File: config.mk
export PLATFORM = sky130hd
export DESIGN_NAME = dl_tx_scheduler
export DESIGN_NICKNAME = d
export VERILOG_FILES = /design/src/rtl/dl_tx_scheduler.sv
export SDC_FILE = /design/constraint.sdc
export NUM_CORES = 1
export LEC_CHECK = 0
export CAP_MARGIN = 20
export CORE_ASPECT_RATIO = 1.4
export CORE_MARGIN = 4
export CORE_UTILIZATION = 47
export CTS_BUF_LIST = sky130_fd_sc_hd__clkbuf_4
export DETAILED_ROUTE_END_ITERATION = 10
export PLACE_DENSITY = 0.88
export SETUP_SLACK_MARGIN = 0.02
export SLEW_MARGIN = 20
export SYNTH_ARGS = -nofsm -noshare
export SYNTH_HDL_FRONTEND = slang
export SYNTH_SLANG_ARGS = --single-unit
File: constraint.sdc
create_clock -name clk -period 2.7 [get_ports clk]
set_input_delay 0.675 -clock clk [delete_from_list [all_inputs] [get_ports clk]]
set_output_delay 0.675 -clock clk [all_outputs]
set_load 0.02 [all_outputs]
File: src/rtl/dl_tx_scheduler.sv
// dl_tx_scheduler: drains the transaction layer's four output FIFOs round-robin,
// one word per frame, tags each word with channel, sequence number and parity,
// and hands the frame to the data-link transmitter over valid/ready.
// Optional feature macro: LINK_PARITY_EN (frame MSB = even parity of lower bits;
// tied to 0 when undefined).
//
// state | meaning
// IDLE  | waiting for active and a non-empty FIFO; picks the next grant
// POP   | one-cycle pop strobe to the granted FIFO
// CAPT  | FIFO read data valid; frame is built and loaded
// SEND  | frame presented; held until link_ready
module dl_tx_scheduler #(
  parameter int WORD_SIZE  = 10,
  parameter int SEQ_W      = 4,
  parameter int FIFO_UNITS = 4
) (
  input  logic                         clk,
  input  logic                         reset_L,
  input  logic                         active,
  input  logic [FIFO_UNITS-1:0]        fifo_empty,
  input  logic [WORD_SIZE-1:0]         fifo_data0,
  input  logic [WORD_SIZE-1:0]         fifo_data1,
  input  logic [WORD_SIZE-1:0]         fifo_data2,
  input  logic [WORD_SIZE-1:0]         fifo_data3,
  input  logic                         link_ready,
  output logic [FIFO_UNITS-1:0]        fifo_rd,
  output logic [WORD_SIZE+SEQ_W+2:0]   tx_frame,
  output logic                         tx_valid,
  output logic [7:0]                   frame_cnt,
  output logic                         busy
);

  localparam int CH_W = $clog2(FIFO_UNITS);

  typedef enum logic [1:0] {IDLE, POP, CAPT, SEND} state_t;

  state_t              state, state_nxt;
  logic [CH_W-1:0]     grant, last_grant, pick_ch, cand;
  logic                pick_found;
  logic [SEQ_W-1:0]    seq;
  logic [WORD_SIZE-1:0] data_sel;
  logic                parity;

  // Round-robin search: first non-empty channel starting after the last grant.
  always_comb begin
    pick_found = 1'b0;
    pick_ch    = '0;
    cand       = '0;
    for (int i = 1; i <= FIFO_UNITS; i++) begin
      cand = last_grant + CH_W'(i);
      if (!pick_found && !fifo_empty[cand]) begin
        pick_found = 1'b1;
        pick_ch    = cand;
      end
    end
  end

  // Read-data mux for the granted channel.
  always_comb begin
    case (grant)
      CH_W'(0): data_sel = fifo_data0;
      CH_W'(1): data_sel = fifo_data1;
      CH_W'(2): data_sel = fifo_data2;
      default:  data_sel = fifo_data3;
    endcase
  end

  // Frame parity bit, formed from the same fields loaded at CAPT.
  always_comb begin
`ifdef LINK_PARITY_EN
    parity = ^{seq, grant, data_sel};
`else
    parity = 1'b0;
`endif
  end

  // Next-state logic and the one-hot pop strobe.
  always_comb begin
    state_nxt = state;
    fifo_rd   = '0;
    case (state)
      IDLE: if (active && pick_found) state_nxt = POP;
      POP: begin
        fifo_rd   = {{(FIFO_UNITS-1){1'b0}}, 1'b1} << grant;
        state_nxt = CAPT;
      end
      CAPT: state_nxt = SEND;
      SEND: if (link_ready) state_nxt = IDLE;
      default: state_nxt = IDLE;
    endcase
  end

  assign tx_valid = (state == SEND);
  assign busy     = (state != IDLE);

  // State register.
  always_ff @(posedge clk or negedge reset_L) begin
    if (!reset_L) state <= IDLE;
    else          state <= state_nxt;
  end

  // Grant, frame, sequence and counters; last_grant resets to the top channel
  // so the first search after reset starts at channel 0.
  always_ff @(posedge clk or negedge reset_L) begin
    if (!reset_L) begin
      grant      <= '0;
      last_grant <= '1;
      seq        <= '0;
      tx_frame   <= '0;
      frame_cnt  <= '0;
    end else begin
      if (state == IDLE && active && pick_found) grant <= pick_ch;
      if (state == CAPT) tx_frame <= {parity, seq, grant, data_sel};
      if (state == SEND && link_ready) begin
        seq        <= seq + SEQ_W'(1);
        frame_cnt  <= frame_cnt + 8'd1;
        last_grant <= grant;
      end
    end
  end

endmodule

# [Word-level counts from Yosys, hierarchy flattened]
# Index checks and enable logic that the tools add are counted.
[word_totals] output_inout_bits=31 reg_bits=34
[op_classes] muxes=21 n_reduce_logical=16 n_lt_le_gt_ge=4 addsub=5 n_eq_ne=7 shift=1
[op_table] operator="case mux 10 bit (3 select lines)" count=1
[op_table] operator="less-than comparator 2 x 3 -> 1 bit, second input constant" count=4
[op_table] operator="2-to-1 mux 2 bit" count=6
[op_table] operator="adder 8 x 1 -> 8 bit, second input constant" count=1
[op_table] operator="binary-select mux 1 bit (select 2 bit)" count=4
[op_table] operator="2-to-1 mux 1 bit" count=8
[op_table] operator="case mux 2 bit (4 select lines)" count=1
[op_table] operator="logical AND 1 bit" count=7
[op_table] operator="== test 2 bit, second input constant" count=3
[op_table] operator="zero test 1 bit" count=5
[op_table] operator="adder 2 bit, second input constant" count=2
[op_table] operator="adder 4 x 1 -> 4 bit, second input constant" count=1
[op_table] operator="== test 2 x 1 -> 1 bit, second input constant" count=2
[op_table] operator="zero test 2 bit" count=2
[op_table] operator="2-to-1 mux 4 bit" count=1
[op_table] operator="!= test 2 bit, second input constant" count=2
[op_table] operator="left shift 1 x 2 -> 4 bit, first input constant" count=1
[op_table] operator="adder 2 x 1 -> 2 bit, second input constant" count=1
[op_table] operator="AND reduction 2 bit" count=1
[op_table] operator="nonzero test 2 bit" count=1

# [Logic depth before layout (Yosys ltp)]
# Gate-level depths: netlist (run 1).
[logic_depth] depth_word=15 depth_mapped=6 ltp_nobuf=6

# [Worst setup path after synthesis (run 1)]
# No wires, ideal clock.
[synth_timing] kind="reg-to-output" startpoint="reg grant[1]" endpoint="out fifo_rd[0]" path_slack_ns=0.782 stages_incl_launch_ff=4 t_arrival_ns=1.243 path_cell_list="dfrtp_1 > clkbuf_1 > buf_2 > nor3b_1"
[synth_between] elab_chain_len=2
[synth_rtl] item="start: declaration" line="38" source="logic [CH_W-1:0] grant, last_grant, pick_ch, cand;"
[synth_rtl] item="start signal: assignment" line="112" source="if (state == IDLE && active && pick_found) grant <= pick_ch;"
[synth_rtl] item="left shift 1 x 2 -> 4 bit" line="84" source="fifo_rd = {{(FIFO_UNITS-1){1'b0}}, 1'b1} << grant;"
[synth_rtl] item="2-to-1 mux 4 bit" line="81" source="case (state)"
[synth_rtl] item="end: declaration" line="26" source="output logic [FIFO_UNITS-1:0] fifo_rd,"
# No other way between the ends.

# [Worst setup path after layout (run 1)]
[layout_timing] startpoint="reg state[1]" endpoint="out fifo_rd[2]"
[layout_between] elab_chain_len=2
[layout_rtl] item="start: declaration" line="37" source="state_t state, state_nxt;"
[layout_rtl] item="start signal: assignment" line="99" source="else state <= state_nxt;"
[layout_rtl] item="== test 2 x 1 -> 1 bit" line="81"
[layout_rtl] item="2-to-1 mux 4 bit" line="81"
# No other way between the ends.

==> run metrics, run 1 <==
status finished, final reports clean; ranking of synthesized cells by area dfrtp_1 (44%), mux2_2 (8.6%), mux4_1 (7.2%); Multi-input gate area 892 um2; Worst Min Path Start frame_cnt[7]$_DFFE_PN0P_; CP startpoint kind flip-flop; endpoints failing hold 0; Starting Density 49.4%; Fmax 391 MHz; R2R cell count 3; MaxCap Viol Count 0; Pre-antenna DRT Iters 4; Tcrit/Tclk final 94.8%; area of the mapped netlist 1830 um2; core box area 3710 um2; Final Critical Period 2.56 ns; drt initial violations 36; row cnt 26; IO Count 79; FILL cells 277; Post-DRT Antenna Nets 0; Worst EP required 2.03 ns; post-synthesis cell count 140; Post-Synth XOR/XNOR Area 4.78%; FF-to-FF End tx_frame[0]$_DFFE_PN0P_; WP data arrival 1.88 ns; Worst-Margin Slew 0.868 ns; Cell Count, Final, Fillers Out 262; Hold Crit Endpoint frame_cnt[7]$_DFFE_PN0P_; Vias 1431; Setup violations, final 0; register area 853 um2; die span in y 81.8 um; critical-path cell list inv_1 -> ha_1 -> and3_1 -> clkdlybuf4s50_1; Setup Buffers After CTS 0; area grow syn2layout 48.5%; total die area 4970 um2; TNS Setup 0 ns; Total Routing Usage GR 20.7%; Root Driver clkbuf_4; dominant cell type by area after synthesis dfrtp_1; antenna cell count 0; register area share after synthesis 46.6%; Critical Path Max Stage Delay 0.61 ns; final RePlAce weighted congestion 0.788; clk_skew 0.0104 ns; Ys Warns 0; Seq cells post-synth 34; main combinational cell family by area after synthesis multiplexers; Pleak 0.00118 uW; post-synthesis mux area share 26.6%; Worst-path clk slew 0.12 ns; CTS max path bufs 2; PwrDens 1090 nW/um2; Hold WS 0.488 ns; Port-buffer cells 77; Mapped Avg Cell Area 13.1 um2; # DRC 0; vias in the first global route 1614; WS Path Type reg2out; post-synthesis adder-cell area fraction 4.78%; Slowest-stage cell, CP clkdlybuf4s50_1; Mapped Nets 195; CTS sink count 34; post-synthesis simple-gate area fraction 9.30%; R2R setup slack 0.88 ns; CTS Hold Bufs 0; largest net degree at the start of global routing 35; Reg2Reg Launch Point state[0]$_DFFE_PN0P_; post-synthesis compound-gate area fraction 3.08%; Util after Layout 73.3%; final WL 4.77 mm; top cell type's share of synthesized area 43.7%; TritonCTS clock tree done; Clock Latency Late Sink 0.35 ns; Max IR drop VDD 0.894 mV; first-pass GRT wire length 7.48 mm; CP Capture Type output port; placed insts 254; initial antenna violation count 0; Net count, final 274; DR WL/cell 18.2 um; Hold Crit Depth 1; Rel. slew slack 42.2%; number of CTS-inserted buffers 5; H-tree Lvls 2; RSZ-0062 raised after global routing false; distinct cell type count after synthesis 33; Worst Hold Class reg2reg; Post-DP HPWL 3.79 mm; layout cells sized above 1 17.3%; vias per cell 5.46; Crit Path Max Fanout 4; gr ovfl total 0; DIE WIDTH 60.7 um; max-slew violation count 0
==> final cells by class <==
class / instances / area share, %
multi-input cells: 92 / 32.8
flip-flops and latches: 34 / 31.4
repair buffers: 80 / 29.1
clock inverters: 3 / 2.53
well taps: 42 / 1.93
clock buffers: 5 / 1.38
inverters: 6 / 0.828
==> routing by layer <==
layer | track usage [%] | vias up | wire length (um)
met5 | 0 | - | 0
met4 | 8.46 | 0 | 128
met3 | 5.03 | 11 | 253
met2 | 40.9 | 54 | 2840
met1 | 19.3 | 708 | 1550
li1 | - | 658 | -
==> what timing repair did <==
| action | CTS | global route |
|---|---|---|
| endpoints found under the setup margin | 1 | 0 |
| gates resized for setup | 1 | 0 |
| endpoints found under the hold margin | 0 | 0 |
==> Yosys cell counts (all sizes together) <==
master / instances
clkbuf: 1
nor2b: 1
a221oi: 1
and2: 1
mux2: 19
nand3: 1
conb: 1
inv: 6
xnor2: 10
dfrtp: 32
nor3: 2
nor2: 2
a21oi: 4
dfstp: 2
mux4: 10
o21bai: 1
nand2: 17
buf: 7
o22ai: 1
nor3b: 1
a22o: 1
nand2b: 1
o21ai: 1
mux2i: 1
ha: 7
nand4: 5
and3: 4
==> placed cells by master (no fill, tap or decap), types with 2 or more instances in the layout <==
cell type	n
clkdlybuf4s50_1	76
dfrtp_1	32
nand2_1	17
mux2_2	14
xnor2_1	10
ha_1	7
inv_1	6
mux4_2	5
mux2_4	5
nand4_1	5
mux4_1	5
clkbuf_4	5
a21oi_1	4
and3_1	3
buf_4	3
nor2_1	2
nor3_1	2
bufinv_16	2
dfstp_2	2
==> power by group <==
group	total [uW]	switching, uW	internal (uW)	leakage [uW]
registers	950	199	752	0.000411
logic	1540	683	853	0.000711
clock network	474	184	290	0.0000554
total	2960	1070	1890	0.00118
==> through the flow <==
stage / power, uW / instance area (um2) / setup slack (ns)
5_1_grt: 3140 / 2720 / 0.0485
3_5_place_dp: 2510 / 2610 / 0.426
3_3_place_gp: 2430 / 2610 / 0.522
6_report: 2960 / 2720 / 0.141
4_1_cts: 2990 / 2720 / 0.116
2_1_floorplan: 1910 / 1830 / 0.782
==> flip-flops by register name, summed over array words and instances (netlist names) <==
signal and cells:
tx_frame 16, frame_cnt 8, seq 4, grant 2, last_grant 2, state 2
==> critical path: cells and delay by family, from the launching register on <==
family	cells	cell delay, ns
buffers and inverters	2	0.73
flip-flops	1	0.43
adder cells (fa/ha/maj)	1	0.20
AND/OR/NAND/NOR	1	0.19
==> worst max path at each step <==
stage | start | endpoint | slack, ns | depth (start not counted)
finish | state[1]$_DFFE_PN0P_ | fifo_rd[2] | 0.14 | 4
detailed placement | state[1]$_DFFE_PN0P_ | fifo_rd[0] | 0.43 | 4
global placement | state[1]$_DFFE_PN0P_ | fifo_rd[0] | 0.52 | 4
CTS | state[1]$_DFFE_PN0P_ | fifo_rd[2] | 0.12 | 4
global route | state[1]$_DFFE_PN0P_ | fifo_rd[2] | 0.05 | 4
floorplan | grant[1]$_DFFE_PN0P_ | fifo_rd[0] | 0.78 | 3
==> cell families after synthesis <==
group / after synthesis
AND/OR/NAND/NOR: 35
other: 1
XOR/XNOR: 10
adder cells (fa/ha/maj): 7
AO/OA/AOI/OAI: 9
multiplexers: 30
buffers and inverters: 14
flip-flops: 34
(Power assumes the default switching activity.)
==> inputs of run 2 (changes only) <==
--- a/config.mk
+++ b/config.mk
@@ -6,7 +6,6 @@
 export NUM_CORES = 1
 export LEC_CHECK = 0
 export CAP_MARGIN = 20
-export CORE_ASPECT_RATIO = 1.4
 export CORE_MARGIN = 4
 export CORE_UTILIZATION = 47
 export CTS_BUF_LIST = sky130_fd_sc_hd__clkbuf_4
==> run 2 against run 1 <==
Net effect:
- design area fell by 0.32%
- combinational power about the same
- non-clock buffer count grew 1
- clock-buffer cell count up 1
- worst setup slack lost 0.0091 ns
- clock power is 22% lower
- power decreased by 3.1%
- via count up 0.70%
==> run metrics, run 2 (synthesis gave the netlist of run 1 again) <==
status finished, final reports clean; area grow syn2layout 48.1%; Setup violations, final 0 (unchanged); WS Path Type reg2out; largest net degree at the start of global routing 35 (unchanged); Sw Share 36.7% (+0.74 points); gr ovfl total 0 (unchanged); die span in y 70.4 um (-14%); Port-buffer cells 77 (unchanged); PwrDens 1060 nW/um2 (-2.8%); TritonCTS clock tree done; Worst-path clk slew 0.11 ns (about the same); Worst-Margin Slew 0.880 ns (+0.0123 ns); DIE WIDTH 70.4 um (+16%); Starting Density 49.3% (-0.10 points); IO Count 79 (unchanged); H-tree Lvls 2 (unchanged); Tcrit/Tclk final 95.1% (+0.34 points); Worst Hold Class reg2reg; final WL 4.61 mm (-3.4%); Pre-antenna DRT Iters 4 (unchanged); Critical Path Max Stage Delay 0.62 ns (about the same); Setup Buffers After CTS 0 (unchanged); drt initial violations 61 (+69%); met2 usage 36.4% (-4.5 points); Vias 1441 (+0.70%); Fmax 389 MHz (-0.35%); most common cell after layout, fill and taps aside clkdlybuf4s50_1; total die area 4960 um2 (-0.29%); vias in the first global route 1585 (-1.8%); clk_skew 0.0121 ns (+0.00173 ns); Cell Count, Final, Fillers Out 269 (+2.7%); endpoints failing hold 0 (unchanged); MaxCap Viol Count 0 (unchanged); initial antenna violation count 0 (unchanged); # DRC 0 (unchanged); Max IR drop VDD 0.607 mV (-32%); Post-DRT Antenna Nets 0 (unchanged); switching pwr 1050 uW (-1.1%); FILL cells 252 (-9.0%); RSZ-0062 raised after global routing false; WP data arrival 1.89 ns (about the same); final RePlAce weighted congestion 0.815 (+3.5%); Net count, final 275 (+0.36%); core box area 3720 um2 (+0.20%); CP startpoint kind flip-flop; placed insts 261 (+2.8%); DR WL/cell 17.1 um (-5.9%); max reg flops 16 (unchanged); Final Critical Period 2.57 ns (+0.00908 ns); combinational power share 54.2% (+2.3 points); post-cts sizing count 0 (-1); Clock Latency Late Sink 0.34 ns (about the same); largest registers tx_frame x16, frame_cnt x8, seq x4; CTS sink count 34 (unchanged); Worst EP required 2.03 ns (about the same); most frequent cells in the layout clkdlybuf4s50_1 (76), dfrtp_1 (32), nand2_1 (17), mux2_2 (14), xnor2_1 (10); Post-DP HPWL 3.69 mm (-2.7%); vias per cell 5.36 (-1.9%); top cell family by delay on the critical path buffers and inverters; CTS max path bufs 2 (unchanged); Total Routing Usage GR 19.5% (-1.2 points); CP Capture Type output port; Rel. slew slack 41.3% (-0.82 points); first-pass GRT wire length 7.55 mm (+0.92%); Global Route met1 Usage 20.8% (+1.6 points); crit path buf inv count 2 (unchanged); layout cells sized above 1 17.2% (-0.078 points); CTS Hold Bufs 0 (unchanged); critical-path cell list inv_1 -> ha_1 -> nand2_1 -> nor2_1 -> clkdlybuf4s50_1; Pleak 0.00118 uW (+0.57%); Hold WS 0.478 ns (-0.00981 ns); Root Driver clkbuf_4; TNS Setup 0 ns (unchanged); antenna cell count 0 (unchanged); Clock power frac 12.8% (-3.2 points); Int Power 1820 uW (-4.2%); Most flops, register tx_frame; max-slew violation count 0 (unchanged); Crit Path Max Fanout 4 (unchanged); GRT Max-Usage Layer met2; row cnt 22 (-15%); number of CTS-inserted buffers 5 (unchanged); GRT met3 Usage 5.04% (about the same); Seq pwr share 33.0% (+0.9 points); Slowest-stage cell, CP clkdlybuf4s50_1
run 2: final timing paths:
path                                          startpoint                        end  slack, ns  depth (start not counted)
worst max-delay path                state[1]$_DFFE_PN0P_                 fifo_rd[1]       0.13                          5
worst min-delay path            frame_cnt[7]$_DFFE_PN0P_   frame_cnt[7]$_DFFE_PN0P_       0.48                          1
min in group asynchronous                        reset_L   frame_cnt[7]$_DFFE_PN0P_       0.73                          2
worst max register to register      state[0]$_DFFE_PN0P_    tx_frame[2]$_DFFE_PN0P_       0.87                          3
worst min register to register  frame_cnt[7]$_DFFE_PN0P_   frame_cnt[7]$_DFFE_PN0P_       0.48                          1
max in group asynchronous                        reset_L  last_grant[1]$_DFFE_PN1P_       1.62                          2
run 2: through the flow:
step	total power [uW]	setup WS [ns]	util (%)	area [um2]
after floorplan	1910	0.782	-	1830
after global placement	2430	0.526	70.7	2630
after detailed placement	2520	0.488	70.7	2630
after CTS	2900	0.103	72.9	2710
after global routing	3040	0.0685	72.9	2710
final	2870	0.132	72.9	2710
run 2: cell type report:
type / count / area (um2) / share of cell area (%)
Inverter: 6 / 22.5 / 0.831
Clock inverter: 2 / 33.8 / 1.25
Tap cell: 48 / 60.1 / 2.22
Clock buffer: 6 / 45.0 / 1.66
Sequential cell: 34 / 853 / 31.5
Timing Repair Buffer: 81 / 803 / 29.6
Multi-Input combinational cell: 92 / 892 / 32.9
run 2: power by group through the flow:
stage,registers (uW),clock network (uW),logic [uW]
finish,946,369,1550
global route,979,399,1660
CTS,946,378,1570
detailed placement,955,0,1570
global placement,930,0,1500
floorplan,1090,0,824
run 2: worst register-to-register path: cells and delay by family (launching register included):
kind	cells	cell delay, ns
adders and majority gates	1	0.76
muxes	1	0.42
buffers and inverters	1	0.14
DFF	1	0.41
run 2: metal layers:
metal / vias up / routed length [um]
li1: 663 / -
met1: 723 / 1660
met2: 46 / 2650
met3: 9 / 191
met4: 0 / 111
met5: - / 0
==> inputs of run 3 (changes only) <==
--- a/config.mk
+++ b/config.mk
@@ -9,6 +9,7 @@
 export CORE_MARGIN = 4
 export CORE_UTILIZATION = 47
 export CTS_BUF_LIST = sky130_fd_sc_hd__clkbuf_4
+export CTS_CLUSTER_DIAMETER = 50
 export DETAILED_ROUTE_END_ITERATION = 10
 export PLACE_DENSITY = 0.88
 export SETUP_SLACK_MARGIN = 0.02
==> results of run 3 <==
Same layout as run 2: the final DEF is identical, and so are final timing and power.
